## src/rtl/adder_share_ctrl.sv

```systemverilog
// Round-robin front end that time-shares one 16-bit ripple-carry adder among NUM_REQ requesters.
// Each 32-bit add runs as a low pass then a high pass, and the result is returned with its id.
module adder_share_ctrl #(
    parameter int unsigned NUM_REQ = 4,
    parameter int unsigned ID_W    = 2
) (
    input  logic                 clk,
    input  logic                 rst_n,
    input  logic [NUM_REQ-1:0]   req_valid,
    output logic [NUM_REQ-1:0]   req_ready,
    input  logic [NUM_REQ*32-1:0] req_a,
    input  logic [NUM_REQ*32-1:0] req_b,
    input  logic [NUM_REQ-1:0]   req_cin,
    output logic                 rsp_valid,
    input  logic                 rsp_ready,
    output logic [ID_W-1:0]      rsp_id,
    output logic [32:0]          rsp_sum,
    output logic                 rsp_ovf,
    output logic                 busy,
    output logic [15:0]          op_count
);

    typedef enum logic [1:0] {StIdle, StLo, StHi, StResp} state_e;

    state_e          state_q, state_d;
    logic [ID_W-1:0] rr_ptr_q;
    logic [31:0]     a_q, b_q;
    logic            cin_q;
    logic [ID_W-1:0] id_q;
    logic [15:0]     sum_lo_q;
    logic            c_mid_q;
    logic [32:0]     rsp_sum_q;
    logic            rsp_ovf_q;
    logic [ID_W-1:0] rsp_id_q;
    logic [15:0]     op_count_q;

    logic            gnt_found;
    logic [ID_W-1:0] gnt_id;
    int unsigned     idx;
    logic [31:0]     sel_a, sel_b;
    logic            sel_cin;
    logic            accept;

    logic [15:0]     add_a, add_b, add_sum;
    logic            add_ci, add_co, carry;

    // Search begins just after the last granted requester, so it ends up lowest priority.
    always_comb begin
        gnt_found = 1'b0;
        gnt_id    = '0;
        idx       = 0;
        for (int unsigned k = 1; k <= NUM_REQ; k++) begin
            idx = 32'(rr_ptr_q) + k;
            if (idx >= NUM_REQ) idx = idx - NUM_REQ;
            if (!gnt_found && req_valid[ID_W'(idx)]) begin
                gnt_found = 1'b1;
                gnt_id    = ID_W'(idx);
            end
        end
    end

    always_comb begin
        sel_a   = '0;
        sel_b   = '0;
        sel_cin = 1'b0;
        for (int unsigned i = 0; i < NUM_REQ; i++) begin
            if (ID_W'(i) == gnt_id) begin
                sel_a   = req_a[32*i +: 32];
                sel_b   = req_b[32*i +: 32];
                sel_cin = req_cin[i];
            end
        end
    end

    assign accept = (state_q == StIdle) && gnt_found;

    // The single shared adder: operand mux followed by a 16-bit ripple chain.
    always_comb begin
        add_a  = a_q[15:0];
        add_b  = b_q[15:0];
        add_ci = cin_q;
        if (state_q == StHi) begin
            add_a  = a_q[31:16];
            add_b  = b_q[31:16];
            add_ci = c_mid_q;
        end
        add_sum = '0;
        carry   = add_ci;
        for (int i = 0; i < 16; i++) begin
            add_sum[i] = add_a[i] ^ add_b[i] ^ carry;
            carry      = (add_a[i] & add_b[i]) | (carry & (add_a[i] ^ add_b[i]));
        end
        add_co = carry;
    end

    always_ff @(posedge clk or negedge rst_n) begin
        if (!rst_n) begin
            state_q <= StIdle;
        end else begin
            state_q <= state_d;
        end
    end

    always_comb begin
        state_d = state_q;
        unique case (state_q)
            StIdle:  if (gnt_found) state_d = StLo;
            StLo:    state_d = StHi;
            StHi:    state_d = StResp;
            StResp:  if (rsp_ready) state_d = StIdle;
            default: state_d = StIdle;
        endcase
    end

    // req_ready is gated by rst_n so it reads zero while reset is held.
    always_comb begin
        req_ready = '0;
        if (state_q == StIdle && rst_n && gnt_found) req_ready = NUM_REQ'(1) << gnt_id;
        rsp_valid = (state_q == StResp);
        busy      = (state_q != StIdle);
    end

    always_ff @(posedge clk or negedge rst_n) begin
        if (!rst_n) begin
            rr_ptr_q   <= ID_W'(NUM_REQ - 1);
            a_q        <= '0;
            b_q        <= '0;
            cin_q      <= 1'b0;
            id_q       <= '0;
            sum_lo_q   <= '0;
            c_mid_q    <= 1'b0;
            rsp_sum_q  <= '0;
            rsp_ovf_q  <= 1'b0;
            rsp_id_q   <= '0;
            op_count_q <= '0;
        end else begin
            if (accept) begin
                a_q      <= sel_a;
                b_q      <= sel_b;
                cin_q    <= sel_cin;
                id_q     <= gnt_id;
                rr_ptr_q <= gnt_id;
            end
            if (state_q == StLo) begin
                sum_lo_q <= add_sum;
                c_mid_q  <= add_co;
            end
            // Result registers load only here, so they hold outside RESP until the next op.
            if (state_q == StHi) begin
                rsp_sum_q <= {add_co, add_sum, sum_lo_q};
                rsp_ovf_q <= (a_q[31] == b_q[31]) && (add_sum[15] != a_q[31]);
                rsp_id_q  <= id_q;
            end
            if (state_q == StResp && rsp_ready) op_count_q <= op_count_q + 16'd1;
        end
    end

    assign rsp_sum  = rsp_sum_q;
    assign rsp_ovf  = rsp_ovf_q;
    assign rsp_id   = rsp_id_q;
    assign op_count = op_count_q;

endmodule

```

## config.mk

```make
export PLATFORM = sky130hd
export DESIGN_NAME = adder_share_ctrl
export DESIGN_NICKNAME = d
export VERILOG_FILES = /design/src/rtl/adder_share_ctrl.sv
export SDC_FILE = /design/constraint.sdc
export NUM_CORES = 1
export LEC_CHECK = 0
export BUFFER_PORTS_ARGS = -buffer_cell sky130_fd_sc_hd__buf_2
export CAP_MARGIN = 20
export CELL_PAD_IN_SITES_DETAIL_PLACEMENT = 1
export CELL_PAD_IN_SITES_GLOBAL_PLACEMENT = 1
export CORE_UTILIZATION = 34
export DETAILED_ROUTE_END_ITERATION = 12
export HOLD_SLACK_MARGIN = 0.03
export PLACE_DENSITY = 0.8
export SYNTH_ARGS = -nofsm -noshare
export SYNTH_HDL_FRONTEND = slang
export SYNTH_SLANG_ARGS = --single-unit
export TNS_END_PERCENT = 10
```

## constraint.sdc

```tcl
create_clock -name clk -period 7.39 [get_ports clk]
set_clock_uncertainty 0.1 [all_clocks]
set_input_delay 0.3695 -clock clk [delete_from_list [all_inputs] [get_ports clk]]
set_output_delay 0.3695 -clock clk [all_outputs]
set_load 0.05 [all_outputs]
```

# After elaboration in Yosys (flattened, before gate mapping)
# Index checks and enable logic that the tools add are counted.
dict set report totals {
  input_bits 267
  output_inout_bits 58
  wordCells 174
  register_bits 140
}
dict set report op_classes {
  add_sub_neg 9
  reduce_logical 15
  n_bitwise 80
  n_eq_ne 10
  shift 1
  mux 39
  order_cmp 8
}
# op n
set ops {}
lappend ops {{two-way mux 32 bit} 8}
lappend ops {{AND 1 bit} 32}
lappend ops {{two-way mux 16 bit} 2}
lappend ops {{bitwise XOR 1 bit} 32}
lappend ops {{two-way mux 2 bit} 10}
lappend ops {{adder 16 x 1 -> 16 bit, second input constant} 1}
lappend ops {{bitwise OR 1 bit} 16}
lappend ops {{two-way mux 1 bit} 13}
lappend ops {{less-than comparator 2 x 3 -> 1 bit, second input constant} 4}
lappend ops {{greater-or-equal comparator 3 bit, second input constant} 3}
lappend ops {{binary-select mux 1 bit (select 2 bit)} 4}
lappend ops {{logical AND 1 bit} 8}
lappend ops {{case mux 2 bit (4 select lines)} 1}
lappend ops {{subtractor 2 x 1 -> 2 bit, second input constant} 4}
lappend ops {{adder 2 x 2 -> 3 bit, second input constant} 2}
lappend ops {{adder 2 x 3 -> 4 bit, second input constant} 1}
lappend ops {{equality test 2 bit, first input constant} 2}
lappend ops {{equality test 2 bit, second input constant} 2}
lappend ops {{greater-or-equal comparator 4 x 3 -> 1 bit, second input constant} 1}
lappend ops {{zero test 2 bit} 2}
lappend ops {{two-way mux 4 bit} 1}
lappend ops {{left shift 1 x 2 -> 4 bit, first input constant} 1}
lappend ops {{adder 2 x 1 -> 3 bit, second input constant} 1}
lappend ops {{zero test 1 bit} 3}
lappend ops {{other kinds (8)} 8}

# Logic depth before layout (Yosys ltp)
dict set report logic_depth {
  word_depth 36
  depth_mapped 27
}

# Least setup slack after synthesis
# Ideal clock, no wire load.
dict set report synth_path {
  path_kind {register to register}
  from {register state_q[0]}
  to {register sum_lo_q[15]}
  n_path_buf 2
  path_stages_with_launch 26
  synth_period_minus_slack_ns 8.073
  required_ns 7.165
  arrival_time_ns 7.848
  setup_time_ns 0.125
  slack_ns -0.683
  cell_sequence {dfrtp_1 -> inv_1 -> ha_1 -> clkbuf_1 -> buf_1 -> mux2i_1 -> fa_1 -> fa_1 -> fa_1 -> fa_1 -> fa_1 -> fa_1 -> fa_1 -> inv_1 -> fa_1 -> inv_1 -> fa_1 -> fa_1 -> fa_1 -> fa_1 -> fa_1 -> fa_1 -> fa_1 -> inv_1 -> fa_1 -> mux2_2}
}
dict set report synth_between {
  elab_chain_cells 34
  elab_cells_between_ends 67
  classes_between {eq/ne (2); mux (3); bitwise (62)}
}
# item line_no
set synth_lines {}
lappend synth_lines {{start: declaration} 25} ;# state_e state_q, state_d;
lappend synth_lines {{start signal: assignment} 98} ;# state_q <= StIdle;
lappend synth_lines {{start signal: assignment} 100} ;# state_q <= state_d;
lappend synth_lines {{equality test 2 bit *} 82} ;# if (state_q == StHi) begin
lappend synth_lines {{two-way mux 16 bit} 82}
lappend synth_lines {{bitwise XOR 1 bit} 91} ;# carry = (add_a[i] & add_b[i]) | (carry & (add_a[i] ^ add_b[i]));
lappend synth_lines {{AND 1 bit} 91}
lappend synth_lines {{bitwise OR 1 bit} 91}
lappend synth_lines {{AND 1 bit} 91}
lappend synth_lines {{bitwise OR 1 bit} 91}
lappend synth_lines {{AND 1 bit} 91}
lappend synth_lines {{[19 not listed]} n/a}
lappend synth_lines {{AND 1 bit} 91}
lappend synth_lines {{bitwise OR 1 bit} 91}
lappend synth_lines {{AND 1 bit} 91}
lappend synth_lines {{bitwise OR 1 bit} 91}
lappend synth_lines {{AND 1 bit} 91}
lappend synth_lines {{bitwise OR 1 bit} 91}
lappend synth_lines {{bitwise XOR 1 bit *} 90} ;# add_sum[i] = add_a[i] ^ add_b[i] ^ carry;
lappend synth_lines {{net add_sum[15]} 44} ;# logic [15:0] add_a, add_b, add_sum;
lappend synth_lines {{end signal: assignment} 145} ;# sum_lo_q <= add_sum;
lappend synth_lines {{end: declaration} 30} ;# logic [15:0] sum_lo_q;
# The timed path passes the listed nets; every way through them passes the cells marked *.
# A chain may end at the register's enable or synchronous reset.

# Worst setup path after layout
dict set report layout_path {
  from {register state_q[0]}
  to {register rsp_sum_q[31] (netlist: rsp_sum[31])}
}
dict set report layout_between {
  elab_chain_cells 34
  elab_cells_between_ends 66
  classes_between {eq/ne (1); mux (3); bitwise (62)}
}
# item line_no
set layout_lines {}
lappend layout_lines {{equality test 2 bit *} 82}
lappend layout_lines {{two-way mux 16 bit} 82}
lappend layout_lines {{bitwise XOR 1 bit} 91}
lappend layout_lines {{AND 1 bit} 91}
lappend layout_lines {{bitwise OR 1 bit} 91}
lappend layout_lines {{AND 1 bit} 91}
lappend layout_lines {{bitwise OR 1 bit} 91}
lappend layout_lines {{AND 1 bit} 91}
lappend layout_lines {{[19 not listed]} n/a}
lappend layout_lines {{AND 1 bit} 91}
lappend layout_lines {{bitwise OR 1 bit} 91}
lappend layout_lines {{AND 1 bit} 91}
lappend layout_lines {{bitwise OR 1 bit} 91}
lappend layout_lines {{AND 1 bit} 91}
lappend layout_lines {{bitwise OR 1 bit} 91}
lappend layout_lines {{bitwise XOR 1 bit *} 90}
lappend layout_lines {{net add_sum[15]} 44}
lappend layout_lines {{end signal: assignment} 150} ;# rsp_sum_q <= {add_co, add_sum, sum_lo_q};
lappend layout_lines {{end: declaration} 32} ;# logic [32:0] rsp_sum_q;
# Marked as above.

==> impl_metrics.toml <==
[yosys]
synth.top_cells.by_count = "dfrtp_1 (138), mux2i_1 (123), a211oi_1 (93)"
yosysTopAreaCellShare_pct = 40.4
synth-edff-count = 0
yosysSeqAreaShare_pct = 41.0
ys.warnings.count = 0
synth.distinct_cells = 39
synth_area_sq_um = 8550
synth_area_leaders = "dfrtp_1 (40%), mux2i_1 (14%), mux2_2 (8.3%)"
synthFlopType = "dfrtp_1"
synthSimpleGateAreaFrac_pct = 10.1
synth-seq-cells = 140
synth_nets = 1117
async_reset_ff_share_pct = 100
synth.area.mux_share_pct = 22.7
synth.largest_area_cell = "dfrtp_1"
synthAdderAreaFrac_pct = 4.62
synth.avg_cell_area_sq_um = 10.3
synth-compound-area-share_pct = 13.2
synth.most_common_cell = "dfrtp_1"
synth_xor_area_share_pct = 1.54
syn_inst = 828
synth_top_family_by_area = "multiplexers"

[final_layout]
nFillCells = 2839
area_delta_synth_final_pct = 29.8
drive_gt1_share_pct = 42.8
diodes = 0
fin_nets = 1408

[worst_setup_path]
worstPathMaxFanout = 6
rrSetupSlack_ns = 0.18
crit_type = "reg2reg"
start_kind = "flop"
worstPathRequired_ns = 7.58
crit_arrival_ns = 7.41
end_kind = "flop"
reg2reg_to = "rsp_sum[31]"
r2r-start = "state_q[0]"
worstSetupStartpoint = "state_q[0]"
reg2regPathDepth = 23

[global_route]
grt_overflow = 0
grt_usage_pct = 23.5
grt_pass1_vias = 8110
grt_max_degree = 88
grt_pass1_wl_microns = 45900
antenna_found_initial = 0

[floorplan]
io_pins = 325
num_rows = 57
die_area_sq_um = 25800
core_region_area_sq_um = 24500
die_h_microns = 161
start_util_pct = 35.0
die-width_microns = 161

[timing]
period_minus_slack_ns = 7.21
maxSlewHeadroom_pct = 29.9
rsz0062_at_grt = "no"
fmax_mhz = 139
finalMaxSlewViolations = 0
tns_ns = 0
finalSetupViolCount = 0
fin_crit_sh_pct = 97.6
worst-slew-pin-transition_ns = 1.04
hold_viol = 0

[clock_tree]
clkLatencyLatePin_ns = 0.42
root_buffer = "clkbuf_16"
cts_tree = "done"
clkSinkCount = 140
cts_buffers = 17
htree_levels = 4
clk_pin_slew_ns = 0.06
clk_path_buf_depth = 2

[power]
pwr_density_cell_nw_per_um2 = 502
power.leakage_nw = 5.22
power_mw = 5.57
peakVddDrop_mv = 0.287

[route]
wl_per_cell_microns = 20.5
drtPass1Iterations = 4
vias_per_cell = 5.11
num_vias = 7447
drtAntennaViolNets = 0
first_iter_violations = 393
drt-total-wl_microns = 29800
drc_errors = 0

[worst_hold_path]
hp-start = "req_a[24]"
worstHoldEndpoint = "a_q[24]"
min-delay-path-class = "in2reg"
holdPathStages = 3

[placed_design]
gp_congestion = 0.807
dp_hpwl_microns = 22900
numPortBuffers = 324

[status]
status = "complete, no violations"

[job]
maxCapViolCount = 0
## critical path, stage by stage, from the launching register on
cell and delay [ns]:
dfrtp_1 0.40, inv_2 0.08, ha_4 0.19, mux2i_2 0.17, fa_2 0.41, fa_2 0.35
fa_2 0.35, fa_2 0.36, fa_2 0.37, fa_2 0.37, fa_2 0.34, inv_1 0.08
fa_1 0.16, inv_1 0.05, fa_2 0.34, fa_2 0.35, fa_2 0.36, fa_2 0.35
fa_2 0.35, fa_2 0.36, fa_2 0.34, inv_2 0.07, fa_2 0.48, mux2_2 0.30
## report_power, final
part           total, mW  switching (mW)  internal [mW]
Sequential          1.41           0.257           1.15
Clock              0.913           0.344          0.570
Combinational       3.25            2.03           1.22
## sequential cells by signal (all words and copies together), names as in the netlist
name,cells
cin_q,1
op_count,16
rsp_ovf,1
c_mid_q,1
state_q,2
rsp_id,2
a_q,32
sum_lo_q,16
rsp_sum,33
b_q,32
rr_ptr_q,2
id_q,2
## area by class of cell
class	count	area [sq um]	share of cell area [%]
Clock inverter	12	186	1.68
Clock buffer	20	437	3.93
Sequential cell	140	3510	31.6
Multi-Input combinational cell	553	4550	41.0
Tap cell	324	405	3.65
Inverter	67	251	2.26
Timing Repair Buffer	340	1770	15.9
## cell usage in the layout (no fill, tap or decap), types with 3 or more instances in the layout
cell | Yosys | layout
o211ai_1 | 16 | 16
inv_1 | 66 | 64
o21ai_0 | 3 | 3
mux2i_1 | 123 | 122
buf_4 | 6 | 13
nor3_1 | 4 | 4
clkinvlp_4 | 0 | 3
a21oi_1 | 5 | 3
clkbuf_16 | 0 | 17
mux2_2 | 63 | 63
nand2_1 | 48 | 48
nor2_1 | 45 | 43
xor2_1 | 4 | 4
bufinv_16 | 0 | 4
ha_1 | 6 | 5
fa_2 | 0 | 15
o211ai_2 | 18 | 18
buf_2 | 14 | 323
xnor2_1 | 11 | 11
inv_6 | 0 | 3
nand3_1 | 74 | 74
nor2b_1 | 3 | 3
nand4_1 | 4 | 4
clkbuf_1 | 33 | 3
dfrtp_1 | 138 | 138
a211oi_1 | 93 | 93
## worst max path at each step
| stage | to | slack (ns) |
|---|---|---|
| 6_report | rsp_sum[31] | 0.18 |
| 4_1_cts | rsp_ovf | 0.007 |
| 2_1_floorplan | sum_lo_q[15] | 0.03 |
| 3_3_place_gp | rsp_sum[31] | 0.12 |
| 5_1_grt | rsp_ovf | 0.01 |
| 3_5_place_dp | rsp_ovf | -0.12 |
## stage by stage
step / cells / area (sq um) / hold slack, ns / worst slack, ns / utilization, %
detailed placement: 1422 / 10400 / 0.364 / -0.120 / 42.6
floorplan: 828 / 8590 / -0.0261 / 0.0332 / -
global placement: 1421 / 10400 / 0.359 / 0.116 / 42.5
finish: 1456 / 11100 / 0.175 / 0.175 / 45.4
CTS: 1455 / 11100 / 0.164 / 0.00733 / 45.3
global route: 1456 / 11100 / 0.169 / 0.0143 / 45.4
## logic make-up (layout without fill, tap and decap cells)
| group | count (synthesis) | count (layout) |
|---|---|---|
| simple gates | 190 | 190 |
| mux | 186 | 186 |
| compound gates | 140 | 140 |
| flops | 140 | 140 |
| buf+inv | 135 | 439 |
| fa+ha+maj | 22 | 22 |
| xor+xnor | 15 | 15 |
## layer usage
layer	track usage [%]	share of wire, %
met4	7.53	2.4
met1	28.4	42
met3	4.75	5.1
met2	41.4	51
met5	0	0
## repair_timing
| item | in CTS | in global routing |
|---|---|---|
| hold endpoints to repair | 84 | 0 |
| gates resized for setup | 7 | 8 |
| endpoints found under the setup margin | 3 | 3 |
| hold buffers | 1 | 0 |
| pin swaps | 2 | 2 |
| cloned | 0 | 0 |
| setup buffers | 0 | 1 |
Power figures use the tool's default switching activity.
